**config.mk**
```make
export PLATFORM = sky130hd
export DESIGN_NAME = ifetch_axi_bridge
export DESIGN_NICKNAME = d
export VERILOG_FILES = /design/src/rtl/ifetch_axi_bridge.sv
export SDC_FILE = /design/constraint.sdc
export NUM_CORES = 1
export LEC_CHECK = 0
export BUFFER_PORTS_ARGS = -buffer_cell sky130_fd_sc_hd__buf_2
export CAP_MARGIN = 10
export CORE_UTILIZATION = 30
export DETAILED_ROUTE_END_ITERATION = 16
export GPL_TIMING_DRIVEN = 0
export HOLD_SLACK_MARGIN = 0.05
export PLACE_DENSITY = 0.66
export SYNTH_ARGS = -nofsm -noshare
export SYNTH_HDL_FRONTEND = slang
export SYNTH_SLANG_ARGS = --single-unit
```
**constraint.sdc**
```tcl
create_clock -name clk -period 4.1 [get_ports clk]
set_clock_uncertainty 0.15 [all_clocks]
set_input_delay 0.82 -clock clk [delete_from_list [all_inputs] [get_ports clk]]
set_output_delay 0.82 -clock clk [all_outputs]
set_load 0.005 [all_outputs]
```
**src/rtl/ifetch_axi_bridge.sv**
```systemverilog
// ---------------------------------------------------------------------------
// ifetch_axi_bridge
//
// Fetch-side responder for the CPU IF stage. For every PC presented on
// inst_pc_i the bridge issues one single-beat AXI4 read, buffers the
// returned word in inst_o and pulses ifid_en_o for one cycle. That pulse
// lets the pipeline advance. The pulse is held off while the data-side memory
// port reports busy, so fetch and load/store complete in lock-step.
//
// Ports
//   clk, rst        : single clock, asynchronous active-high reset
//   inst_pc_i       : PC requested by the IF stage (stable while ifid_en_o=0)
//   inst_o          : registered instruction word for the IF stage
//   ifid_en_o       : one-cycle pulse, inst_o valid, pipeline may advance
//   fetch_err_o     : with ifid_en_o, captured beat had a non-OKAY response
//   dmem_busy_i     : data-side memory port has an outstanding transfer
//   AR*_M / R*_M    : AXI4 read-address / read-data channels (master side)
// ---------------------------------------------------------------------------
module ifetch_axi_bridge #(
    parameter logic [3:0] AXI_ID = 4'd0
) (
    input  logic        clk,
    input  logic        rst,

    input  logic [31:0] inst_pc_i,
    output logic [31:0] inst_o,
    output logic        ifid_en_o,
    output logic        fetch_err_o,
    input  logic        dmem_busy_i,

    output logic [3:0]  ARID_M,
    output logic [31:0] ARADDR_M,
    output logic [3:0]  ARLEN_M,
    output logic [2:0]  ARSIZE_M,
    output logic [1:0]  ARBURST_M,
    output logic        ARVALID_M,
    input  logic        ARREADY_M,

    input  logic [3:0]  RID_M,
    input  logic [31:0] RDATA_M,
    input  logic [1:0]  RRESP_M,
    input  logic        RLAST_M,
    input  logic        RVALID_M,
    output logic        RREADY_M
);

    typedef enum logic [1:0] {
        S_IDLE = 2'd0,
        S_AR   = 2'd1,
        S_R    = 2'd2,
        S_WAIT = 2'd3
    } state_t;

    state_t      state_q, state_d;
    logic [31:0] inst_q,  inst_d;
    logic        err_q,   err_d;

    // RID is not needed: only one read is ever outstanding.
    logic        unused_rid;
    assign unused_rid = ^RID_M;

    // Any response other than OKAY marks the fetched word as faulty.
    function automatic logic resp_is_err(input logic [1:0] resp);
        return (resp != 2'b00);
    endfunction

    // The last beat in R is the only point where the instruction is captured.
    logic        r_capture_s;
    assign r_capture_s = (state_q == S_R) && RVALID_M && RLAST_M;

    // State, instruction buffer and error flag registers.
    always_ff @(posedge clk or posedge rst) begin
        if (rst) begin
            state_q <= S_IDLE;
            inst_q  <= 32'd0;
            err_q   <= 1'b0;
        end else begin
            state_q <= state_d;
            inst_q  <= inst_d;
            err_q   <= err_d;
        end
    end

    // Next-state logic.
    always_comb begin
        state_d = state_q;
        case (state_q)
            S_IDLE: begin
                state_d = S_AR;
            end
            S_AR: begin
                if (ARREADY_M) begin
                    state_d = S_R;
                end else begin
                    state_d = S_AR;
                end
            end
            S_R: begin
                // A beat without RLAST is accepted and dropped; keep waiting.
                if (r_capture_s) begin
                    state_d = S_WAIT;
                end else begin
                    state_d = S_R;
                end
            end
            S_WAIT: begin
                // Leave WAIT on the same edge the IF stage loads its new PC.
                if (!dmem_busy_i) begin
                    state_d = S_AR;
                end else begin
                    state_d = S_WAIT;
                end
            end
            default: begin
                state_d = S_IDLE;
            end
        endcase
    end

    // Instruction buffer and error flag update: hold unless capturing.
    always_comb begin
        inst_d = inst_q;
        err_d  = err_q;
        if (r_capture_s) begin
            inst_d = RDATA_M;
            err_d  = resp_is_err(RRESP_M);
        end else begin
            inst_d = inst_q;
            err_d  = err_q;
        end
    end

    // Handshake and pipeline-enable outputs decoded from the state register.
    always_comb begin
        ARVALID_M   = 1'b0;
        RREADY_M    = 1'b0;
        ifid_en_o   = 1'b0;
        fetch_err_o = 1'b0;
        case (state_q)
            S_IDLE: begin
                ARVALID_M = 1'b0;
            end
            S_AR: begin
                ARVALID_M = 1'b1;
            end
            S_R: begin
                RREADY_M = 1'b1;
            end
            S_WAIT: begin
                ifid_en_o   = ~dmem_busy_i;
                fetch_err_o = err_q & ~dmem_busy_i;
            end
            default: begin
                ARVALID_M = 1'b0;
            end
        endcase
    end

    // Address is taken straight from the PC; the PC is frozen in AR and R.
    assign ARADDR_M  = inst_pc_i;
    assign ARID_M    = AXI_ID;
    assign ARLEN_M   = 4'd0;
    assign ARSIZE_M  = 3'b010;
    assign ARBURST_M = 2'b01;
    assign inst_o    = inst_q;

endmodule

```
# After elaboration in Yosys (flattened, before gate mapping)
# Index checks and enable logic that the tools add are counted.
dict set report classes {
  eq_ne 3
  n_mux 8
  bitwise 2
  reduce_logical 4
}
# operator count
set ops {}
lappend ops {{$pmux 2 s4} 1}
lappend ops {{$mux 1} 5}
lappend ops {{$eq 2x2->1 const B} 2}
lappend ops {{$mux 2} 2}
lappend ops {{$eq 2x1->1 const B} 1}
lappend ops {{$logic_and 1x1->1} 2}
lappend ops {{$logic_not 2->1} 1}
lappend ops {{$reduce_bool 2->1} 1}
lappend ops {{$and 1x1->1} 1}
lappend ops {{$not 1->1} 1}
dict set report totals {
  ff_bits 35
  in_bits 76
  out_inout_bits 81
  word_cells 20
}

# Depth between registers and ports, before layout
dict set report logic_depth {
  word_depth 5
  mapped_depth 3
}

# Worst setup path after synthesis
# OpenSTA, ideal clock, no wires.
dict set report synth_path {
  path_type {input-to-output}
  start {in dmem_busy_i}
  end {out fetch_err_o}
  arrival_time_ps 1197
  t_required_ps 3130
  path_slack_ps 1933
  cell_stages 2
  n_path_buf 0
  path_cell_list {and3b_1 > and2_1}
}
dict set report synth_via {
  elab_chain_len 3
}
# item line
set synth_lines {}
lappend synth_lines {{start: declaration} 29} ;# input logic dmem_busy_i,
lappend synth_lines {{$not 1->1} 151} ;# fetch_err_o = err_q & ~dmem_busy_i;
lappend synth_lines {{$and 1x1->1} 151}
lappend synth_lines {{$mux 1} 139} ;# case (state_q)
lappend synth_lines {{end: declaration} 28} ;# output logic fetch_err_o,
# No other way between the ends.

# Worst setup path after layout
# Ends and elaborated chain as after synthesis.

==> results.md <==
| Step | Parameter | This run |
|:---|:---|:---|
| hold path | Worst Hold Class | reg -> reg |
| placement | Final RePlAce weighted congestion | 0.639 |
| routing | Average wire per cell in the routed design | 10.3 µm |
| power | Power density normalized to cell area | 548 nW/µm² |
| final layout | Net total in the final layout | 332 |
| timing | Headroom to the max-slew limit | 51.7% |
| power | Leak pwr | 1.55 nW |
| worst setup path | Critical path capture point type | output pin |
| placement | Post-DP HPWL | 2.69 mm |
| final layout | Fraction of layout cells with a size suffix above 1 | 76.7% |
| routing | Number of vias in the routed layout | 1,276 |
| logic synthesis | Mapped Avg Cell Area | 14.0 µm² |
| clock network | CTS tree | yes |
| timing | Final max-slew violation count | 0 |
| timing | Fin crit period | 2.33 ns |
| routing | Detailed-route wire length | 3.38 mm |
| final layout | Cell area after layout | 2590 µm² |
| routing | Detail Route Antenna Nets | 0 |
| grt | Antenna violations before repair | 0 |
| run | Max-cap violations | 0 |
| logic synthesis | Number of instances in the synthesized netlist | 130 |
| routing | Routed vias/inst | 3.88 |
| grt | Overall global routing resource usage | 10.4% |
| clock network | Clock tree sinks | 35 |
| worst setup path | Kind of start point of the critical path | primary input |
| timing | Worst slew pin tran | 0.724 ns |
| timing | Number of endpoints with negative hold slack in the final report | 0 |
| worst setup path | Launching element of the worst setup path | dmem_busy_i |
| clock network | Later-pin clock latency in the skew report | 0.28 ns |
| run status | Run status | completed |
| worst setup path | Worst-case reg-to-reg path depth | 3 |
| power | Max rail drop VDD | 233 µV |
| floorplanning | Effective utilization at floorplan | 32.0% |
| worst setup path | Worst Path Class, Setup | in -> out |
| routing | Total DRC errors in the routed layout | 0 |
| routing | Initial detailed-routing violation count | 27 |
| floorplanning | Die Ht | 79.8 µm |
| grt | Wire length of the first global-routing pass | 5.01 mm |
| worst setup path | Largest fanout of any net on the critical path | 3 |
| placement | Number of buffers added on ports | 107 |
| final layout | P&R area growth vs syn | 42.8% |
| clock network | Clock Tree Buf Depth | 2 |
| grt | Maximum number of pins on one net before global-route repair | 20 |
| logic synthesis | Part of the Yosys area used for sequential elements | 48.2% |
| grt | Total congestion overflow after global routing | 0 |
| timing | Sum of negative setup slack | 0 ns |
| floorplanning | Core area | 5680 µm² |
| floorplanning | Die extent in x | 79.8 µm |
| routing | Number of search-and-repair iterations in the first detailed-routing pass | 3 |
| clock network | H-Tree Depth | 2 |
| worst setup path | Terminus of the critical flop-to-flop path | inst_o[30] |
| worst setup path | Setup slack of the worst register-to-register path | 2.62 ns |
| logic synthesis | Distinct cell type count after synthesis | 16 |
| clock network | Count of hold-fix buffers inserted at cts | 0 |
| clock network | CTS root buffer | sky130_fd_sc_hd__clkbuf_8 |
| worst setup path | Capturing element of the worst setup path | fetch_err_o |
| final layout | Ant. Diodes | 0 |
| placement | Cell area after placement | 2510 µm² |
| grt | Vias in the first global route | 1,133 |
| floorplanning | Number of core rows | 27 |
| final layout | Utilization after layout | 45.7% |
| worst setup path | CP required | 3.13 ns |
| timing | Setup repair after global routing missed its margin | false |
| clock network | Number of clock buffers inserted by TritonCTS | 5 |
| clock network | Resized cells post-CTS | 0 |
| worst setup path | Data arrival at the endpoint of the critical path | 1.36 ns |
| floorplanning | Number of primary I/O pins | 157 |
| clock network | Post-CTS Setup Bufs | 0 |
| floorplanning | Die Outline Area | 6370 µm² |
| logic synthesis | Synth warnings | 0 |
| timing | Setup-violating endpoint count in the final report | 0 |
| timing | Final clock period utilization by the worst path | 56.8% |
| worst setup path | Critical R2R Launch | state_q[0] |
| logic synthesis | Post-synthesis register bit count | 35 |
| timing | Fmax | 430 MHz |
| logic synthesis | Cell Area, Synth | 1820 µm² |
| clock network | CTS clk-pin slew, worst paths | 0.06 ns |
flip-flops by register name, summed over array words and instances, names as in the netlist:
name,cells
err_q,1
state_q,2
inst_o,32
per-stage QoR:
step / setup slack (ns) / power, mW / hold slack, ns / instances
after CTS: 1.77 / 1.45 / 0.359 / 329
after global routing: 1.72 / 1.52 / 0.364 / 329
final: 1.77 / 1.42 / 0.359 / 329
after global placement: 1.76 / 1.18 / 0.334 / 320
after detailed placement: 1.77 / 1.20 / 0.338 / 321
after floorplan: 1.93 / 0.955 / 0.342 / 141
report_power, final:
group / total, mW / switching, mW / internal (mW)
combinational: 0.580 / 0.182 / 0.398
clock: 0.231 / 0.115 / 0.116
sequential: 0.610 / 0.0954 / 0.515
total: 1.42 / 0.393 / 1.03
final cells by class:
type / instances / area [µm²]
Timing Repair Buffer: 108 / 563
Clock inverter: 3 / 15.0
Inverter: 2 / 7.51
Tap cell: 72 / 90.1
Fill cell: 542 / 3080
Multi-Input combinational cell: 56 / 603
Sequential cell: 35 / 876
Buffer: 48 / 372
Clock buffer: 5 / 68.8
per-layer routing:
layer	vias up	GRT usage, %	part of all wire [%]
li1	619	-	-
met1	558	12.0	40
met3	5	4.11	11
met2	94	16.9	47
met4	0	4.64	1.1
met5	-	0	0
cell usage in the layout (no fill, tap or decap):
master | Yosys | final
sky130_fd_sc_hd__buf_16 | 0 | 1
sky130_fd_sc_hd__buf_4 | 45 | 45
sky130_fd_sc_hd__mux2_4 | 29 | 29
sky130_fd_sc_hd__and2_1 | 1 | 1
sky130_fd_sc_hd__and3b_1 | 1 | 1
sky130_fd_sc_hd__nor2_1 | 2 | 2
sky130_fd_sc_hd__buf_6 | 3 | 3
sky130_fd_sc_hd__conb_1 | 2 | 13
sky130_fd_sc_hd__nand4b_4 | 1 | 1
sky130_fd_sc_hd__a22oi_1 | 1 | 1
sky130_fd_sc_hd__nand2_1 | 1 | 1
sky130_fd_sc_hd__dfrtp_1 | 35 | 35
sky130_fd_sc_hd__clkbuf_8 | 0 | 5
sky130_fd_sc_hd__inv_1 | 2 | 2
sky130_fd_sc_hd__mux2_2 | 3 | 3
sky130_fd_sc_hd__clkinv_2 | 0 | 3
sky130_fd_sc_hd__nor2b_1 | 2 | 2
sky130_fd_sc_hd__mux2i_1 | 1 | 1
sky130_fd_sc_hd__a21oi_1 | 1 | 1
sky130_fd_sc_hd__buf_2 | 0 | 107
Yosys cell counts, drive strengths merged:
| library cell | n | area share [%] |
|---|---|---|
| buf | 48 | 20 |
| dfrtp | 35 | 48 |
| mux2 | 32 | 26 |
| conb | 2 | 0.41 |
| inv | 2 | 0.41 |
| nor2 | 2 | 0.41 |
| nor2b | 2 | 0.69 |
| a21oi | 1 | 0.28 |
| a22oi | 1 | 0.41 |
| and2 | 1 | 0.34 |
| and3b | 1 | 0.48 |
| mux2i | 1 | 0.55 |
| nand2 | 1 | 0.21 |
| nand4b | 1 | 1.3 |
cell families after synthesis:
logic type	after synthesis	synth area share (%)
buffers and inverters	50	20.9
other	2	0.413
AO/OA/AOI/OAI	2	0.689
AND/OR/NAND/NOR	8	3.44
multiplexers	33	26.4
flip-flops	35	48.2
critical path: stages:
cell and delay [ns]:
sky130_fd_sc_hd__buf_2 0.09, sky130_fd_sc_hd__and3b_1 0.22, sky130_fd_sc_hd__and2_1 0.12, sky130_fd_sc_hd__buf_2 0.10
worst min-delay path by stage:
stage | from | end | slack, ns | cells after the start
CTS | inst_o[12] | inst_o[12] | 0.36 | 1
detailed placement | inst_o[9] | inst_o[9] | 0.34 | 1
global route | inst_o[12] | inst_o[12] | 0.36 | 1
global placement | inst_o[2] | inst_o[2] | 0.33 | 1
finish | inst_o[12] | inst_o[12] | 0.36 | 1
floorplan | err_q | err_q | 0.34 | 2
Note: power is estimated with default switching activity, not from simulation.
